==> src/rtl/arb_pkg.sv <==
// arb_pkg: shared constants, state encoding and rotate helper for the round-robin arbiter
package arb_pkg;
  localparam int N_REQ = 8;
  localparam int ID_W = 3;
  typedef enum logic {IDLE, GRANT} state_t;
  function automatic logic [N_REQ-1:0] rot_right(input logic [N_REQ-1:0] vec, input logic [ID_W-1:0] ptr);
    logic [2*N_REQ-1:0] d;
    d = {vec, vec} >> ptr;
    return d[N_REQ-1:0];
  endfunction
endpackage

==> src/rtl/prio_enc8.sv <==
// prio_enc8: index of the lowest set bit of an 8-bit vector, gated by en
module prio_enc8
  import arb_pkg::*;
(
  input  logic [N_REQ-1:0] vec,
  input  logic             en,
  output logic [ID_W-1:0]  idx,
  output logic             valid
);
  // scan from the top down so the lowest set bit is the last one written
  always_comb begin
    idx = '0;
    for (int i = N_REQ - 1; i >= 0; i--)
      if (en && vec[i]) idx = ID_W'(i);
    valid = en && |vec;
  end
endmodule

==> src/rtl/rr_arbiter8.sv <==
// rr_arbiter8: eight-way round-robin arbiter with done/withdraw/timeout release
module rr_arbiter8
  import arb_pkg::*;
#(
  parameter int MAX_HOLD = 16
) (
  input  logic             clk,
  input  logic             rst,
  input  logic [N_REQ-1:0] req,
  input  logic             done,
  output logic [N_REQ-1:0] gnt,
  output logic [ID_W-1:0]  gnt_id,
  output logic             gnt_valid,
  output logic             timeout
);
  state_t state;
  logic [ID_W-1:0] ptr, idx, winner;
  logic [7:0] hold_cnt;
  logic found, release_now;
  prio_enc8 u_enc (
    .vec(rot_right(req, ptr)),
    .en(state == IDLE),
    .idx(idx),
    .valid(found)
  );
  // undo the rotation and decide whether the current owner gives up the resource
  always_comb begin
    winner = idx + ptr;
    release_now = done || !req[gnt_id] || hold_cnt == 8'(MAX_HOLD);
  end
  // grant/release state machine; every output is registered here
  always_ff @(posedge clk or posedge rst) begin
    if (rst) begin
      state <= IDLE;
      gnt <= '0;
      gnt_id <= '0;
      gnt_valid <= 1'b0;
      timeout <= 1'b0;
      ptr <= '0;
      hold_cnt <= '0;
    end else if (state == IDLE) begin
      timeout <= 1'b0;
      if (found) begin
        state <= GRANT;
        gnt <= N_REQ'(1) << winner;
        gnt_id <= winner;
        gnt_valid <= 1'b1;
        hold_cnt <= 8'd1;
      end
    end else if (release_now) begin
      state <= IDLE;
      gnt <= '0;
      gnt_id <= '0;
      gnt_valid <= 1'b0;
      timeout <= !done && req[gnt_id];
      ptr <= gnt_id + 3'd1;
      hold_cnt <= '0;
    end else begin
      hold_cnt <= hold_cnt + 8'd1;
    end
  end
endmodule

==> config.mk <==
export PLATFORM = sky130hd
export DESIGN_NAME = rr_arbiter8
export DESIGN_NICKNAME = d
export VERILOG_FILES = /design/src/rtl/arb_pkg.sv /design/src/rtl/prio_enc8.sv /design/src/rtl/rr_arbiter8.sv
export SDC_FILE = /design/constraint.sdc
export NUM_CORES = 1
export LEC_CHECK = 0
export CAP_MARGIN = 15
export CORE_UTILIZATION = 30
export DETAILED_ROUTE_END_ITERATION = 7
export DONT_BUFFER_PORTS = 1
export GPL_ROUTABILITY_DRIVEN = 1
export PLACE_DENSITY_LB_ADDON = 0.05
export SLEW_MARGIN = 20
export SYNTH_ARGS = -nofsm -noshare
export SYNTH_HDL_FRONTEND = slang
export SYNTH_HIERARCHICAL = 1
export SYNTH_SLANG_ARGS = --single-unit
==> constraint.sdc <==
create_clock -name clk -period 9.41 [get_ports clk]
set_input_delay 2.823 -clock clk [delete_from_list [all_inputs] [get_ports clk]]
set_output_delay 2.823 -clock clk [all_outputs]
set_load 0.005 [all_outputs]
==> reports/results.ini <==
[global_routing]
use_met1=0.188
grt.busiest_layer=met2
use_met3=0.0302
grt_pass1_wl_mm=6.99
antenna_found_initial=0
gr-usage-all-layers=0.144
use_met2=0.239
gr-total-overflow=0
grt_pass1_vias=1414
grt_max_degree=26

[setup_path]
timing.rr.end=gnt_id[2]
startpoint=req[3]
r2r_cells=10
critPathMaxFanout=5
endpoint=gnt_id[2]
r2r_slack_ns=6.00
rr_startpoint=ptr[0]
worstSetupStartpointType=input port
required_ns=9.54
path_class=input port to flip-flop
cp-end-kind=flip-flop
crit_arrival_ns=5.28

[synth]
synth_top_family_by_area=multiplexers
synth_edf_count=0
synthArstFlopShare=1.00
synthMuxAreaShare=0.196
ys_seq_area_frac=0.356
netlist_area_um2=1760
synth_compound_area_frac=0.166
synth_top_area_cell=dfrtp_1
synth-main-ff-cell=dfrtp_1
yosysWarnings=6
synth-adder-area-share=0.0399
synth-xor-area-share=0.0228
syn-mean-instance-area_um2=10.1
synth_nets=190
ys_ff_latch=25
yosysMostFrequentCell=dfrtp_1
yosys-top-cells-area=dfrtp_1 36%, mux4_2 10%, mux2_2 7.1%
yosys.area_share.simple=0.150
synthTopCellsByCount=25 x dfrtp_1, 24 x inv_1, 18 x nand2_1
synthCells=174
ys_types=43
yosysTopAreaCellShare=0.356

[placement]
post-dp-hpwl_mm=3.05
place.gp.congestion=0.738
port_buffers=0

[run_status]
outcome=finished, final reports clean

[routing]
ant_nets=0
drc_errors=0
vias=1319
avgViaCountPerCell=5.38
drt_iter0_drc=80
routedWlPerCell_um=16.9
finalWirelength_mm=4.13
first_pass_iters=4

[clocking]
cts.repair.resized=0
cts_setup_buffers=0
clock_latency_ns=0.27
clock_sinks=25
htree_levels=1
cts_tree=built
clk_pin_slew_ns=0.09
clockBufferDepth=2
cts_buffers=3
cts-root-buf=clkbuf_8
ctsHoldBuffers=0

[power_and_ir_drop]
vdd_drop_max_uv=93.7
p_sw_frac=0.461
internal_power_uw=313
power.static_leakage_uw=0.000728
p_switching_uw=268
powerDensity_nw_per_um2=311
pwr-share-seq=0.317
combinationalPowerShare=0.571
clkPwrFrac=0.112

[timing]
fin_skew_ns=0.00590
setup-tns-final_ns=0
worst_slew_pin_slew_ns=0.923
post-route-min-period_ns=5.16
relSlewSlack=0.382
fmax_ghz=0.194
maxSlewViolCount=0
setup_viol=0
finalHoldViolations=0
period_share=0.548
rsz0062_at_grt=no

[hold_path]
min_path_type=flip-flop to flip-flop
hp-start=hold_cnt[7]

[floorplan]
fp-row-count=27
initial_core_util=0.315
core-area_um2=5570
fp.dieW_um=78.5
die_height_um=78.5
dieArea_um2=6160
ios=24

[final_layout]
antenna_cells=0
multiInputGateArea_um2=1010
area_growth_pct=6.27
utilization=0.335
nFillCells=578
seqCellArea_um2=626
drive_gt1_frac=0.173
nets=190

[job]
timing.max_cap.violations=0

layout by cell type (no fill, tap or decap), types with 3 or more instances in the layout:
cell type  instances
dfrtp_1           25
a31oi_1            3
o21ai_0            5
o2bb2ai_1          3
mux2_2            11
mux2i_1            4
nor2_1            10
clkbuf_8           3
ha_1               4
inv_1             23
mux4_2             8
o22ai_1            4
nand2_1           18
nor2b_1            3
nor3_1             5
o21ai_1            3
nand3_1            8
o211ai_1           4
routing by layer:
layer | routed length, um | part of all wire | up-vias
li1 | - | - | 628
met1 | 1920 | 0.46 | 654
met3 | 203 | 0.049 | 2
met5 | 0 | 0 | -
met4 | 18 | 0.0044 | 0
met2 | 1990 | 0.48 | 35
power by group through the flow:
stage	combinational [uW]	sequential [uW]	clock (uW)
floorplan	290	158	0
detailed placement	331	188	0
finish	332	184	65.0
global placement	328	186	0
global route	371	191	72.8
CTS	334	185	68.3
through the flow:
step | worst slack (ns) | cell area (um2) | hold WS (ns) | total power, uW | std cells
floorplan | 4.16 | 1760 | 0.493 | 448 | 174
global placement | 3.93 | 1820 | 0.513 | 514 | 241
detailed placement | 3.95 | 1820 | 0.525 | 519 | 241
CTS | 4.23 | 1870 | 0.547 | 588 | 245
global route | 4.04 | 1870 | 0.575 | 636 | 245
finish | 4.25 | 1870 | 0.548 | 581 | 245
cell type report:
cell class                 instances  share of cell area
multi-input combinational        119               0.541
tap                               72              0.0483
sequential                        25               0.335
clock inverter                     1             0.00268
clock buffer                       3              0.0221
inverter                          25              0.0503
flip-flops by register name, summed over array words and instances (netlist names):
signal     flops
state          1
hold_cnt       8
gnt            8
ptr            3
gnt_valid      1
gnt_id         3
timeout        1
how the worst min path moves through the flow:
stage | cells past startpoint | slack [ns] | end
floorplan | 2 | 0.49 | hold_cnt[7]
global placement | 2 | 0.51 | hold_cnt[7]
detailed placement | 2 | 0.52 | hold_cnt[7]
CTS | 2 | 0.55 | hold_cnt[7]
global route | 2 | 0.57 | gnt[6]
finish | 2 | 0.55 | hold_cnt[7]
cell families after synthesis:
family,after synthesis
flip-flops,25
XOR/XNOR,3
multiplexers,23
adder cells (fa/ha/maj),5
AO/OA/AOI/OAI,36
AND/OR/NAND/NOR,52
buffers and inverters,30
worst max-delay path, cell delays in order:
cell,delay (ns)
mux4_2,0.46
mux2_2,0.29
nand2b_4,0.16
o41ai_2,0.30
ha_1,0.20
inv_1,0.05
fa_1,0.36
xnor3_1,0.22
and3_1,0.26
o21bai_1,0.17
Note: power is estimated with default switching activity, not from simulation.
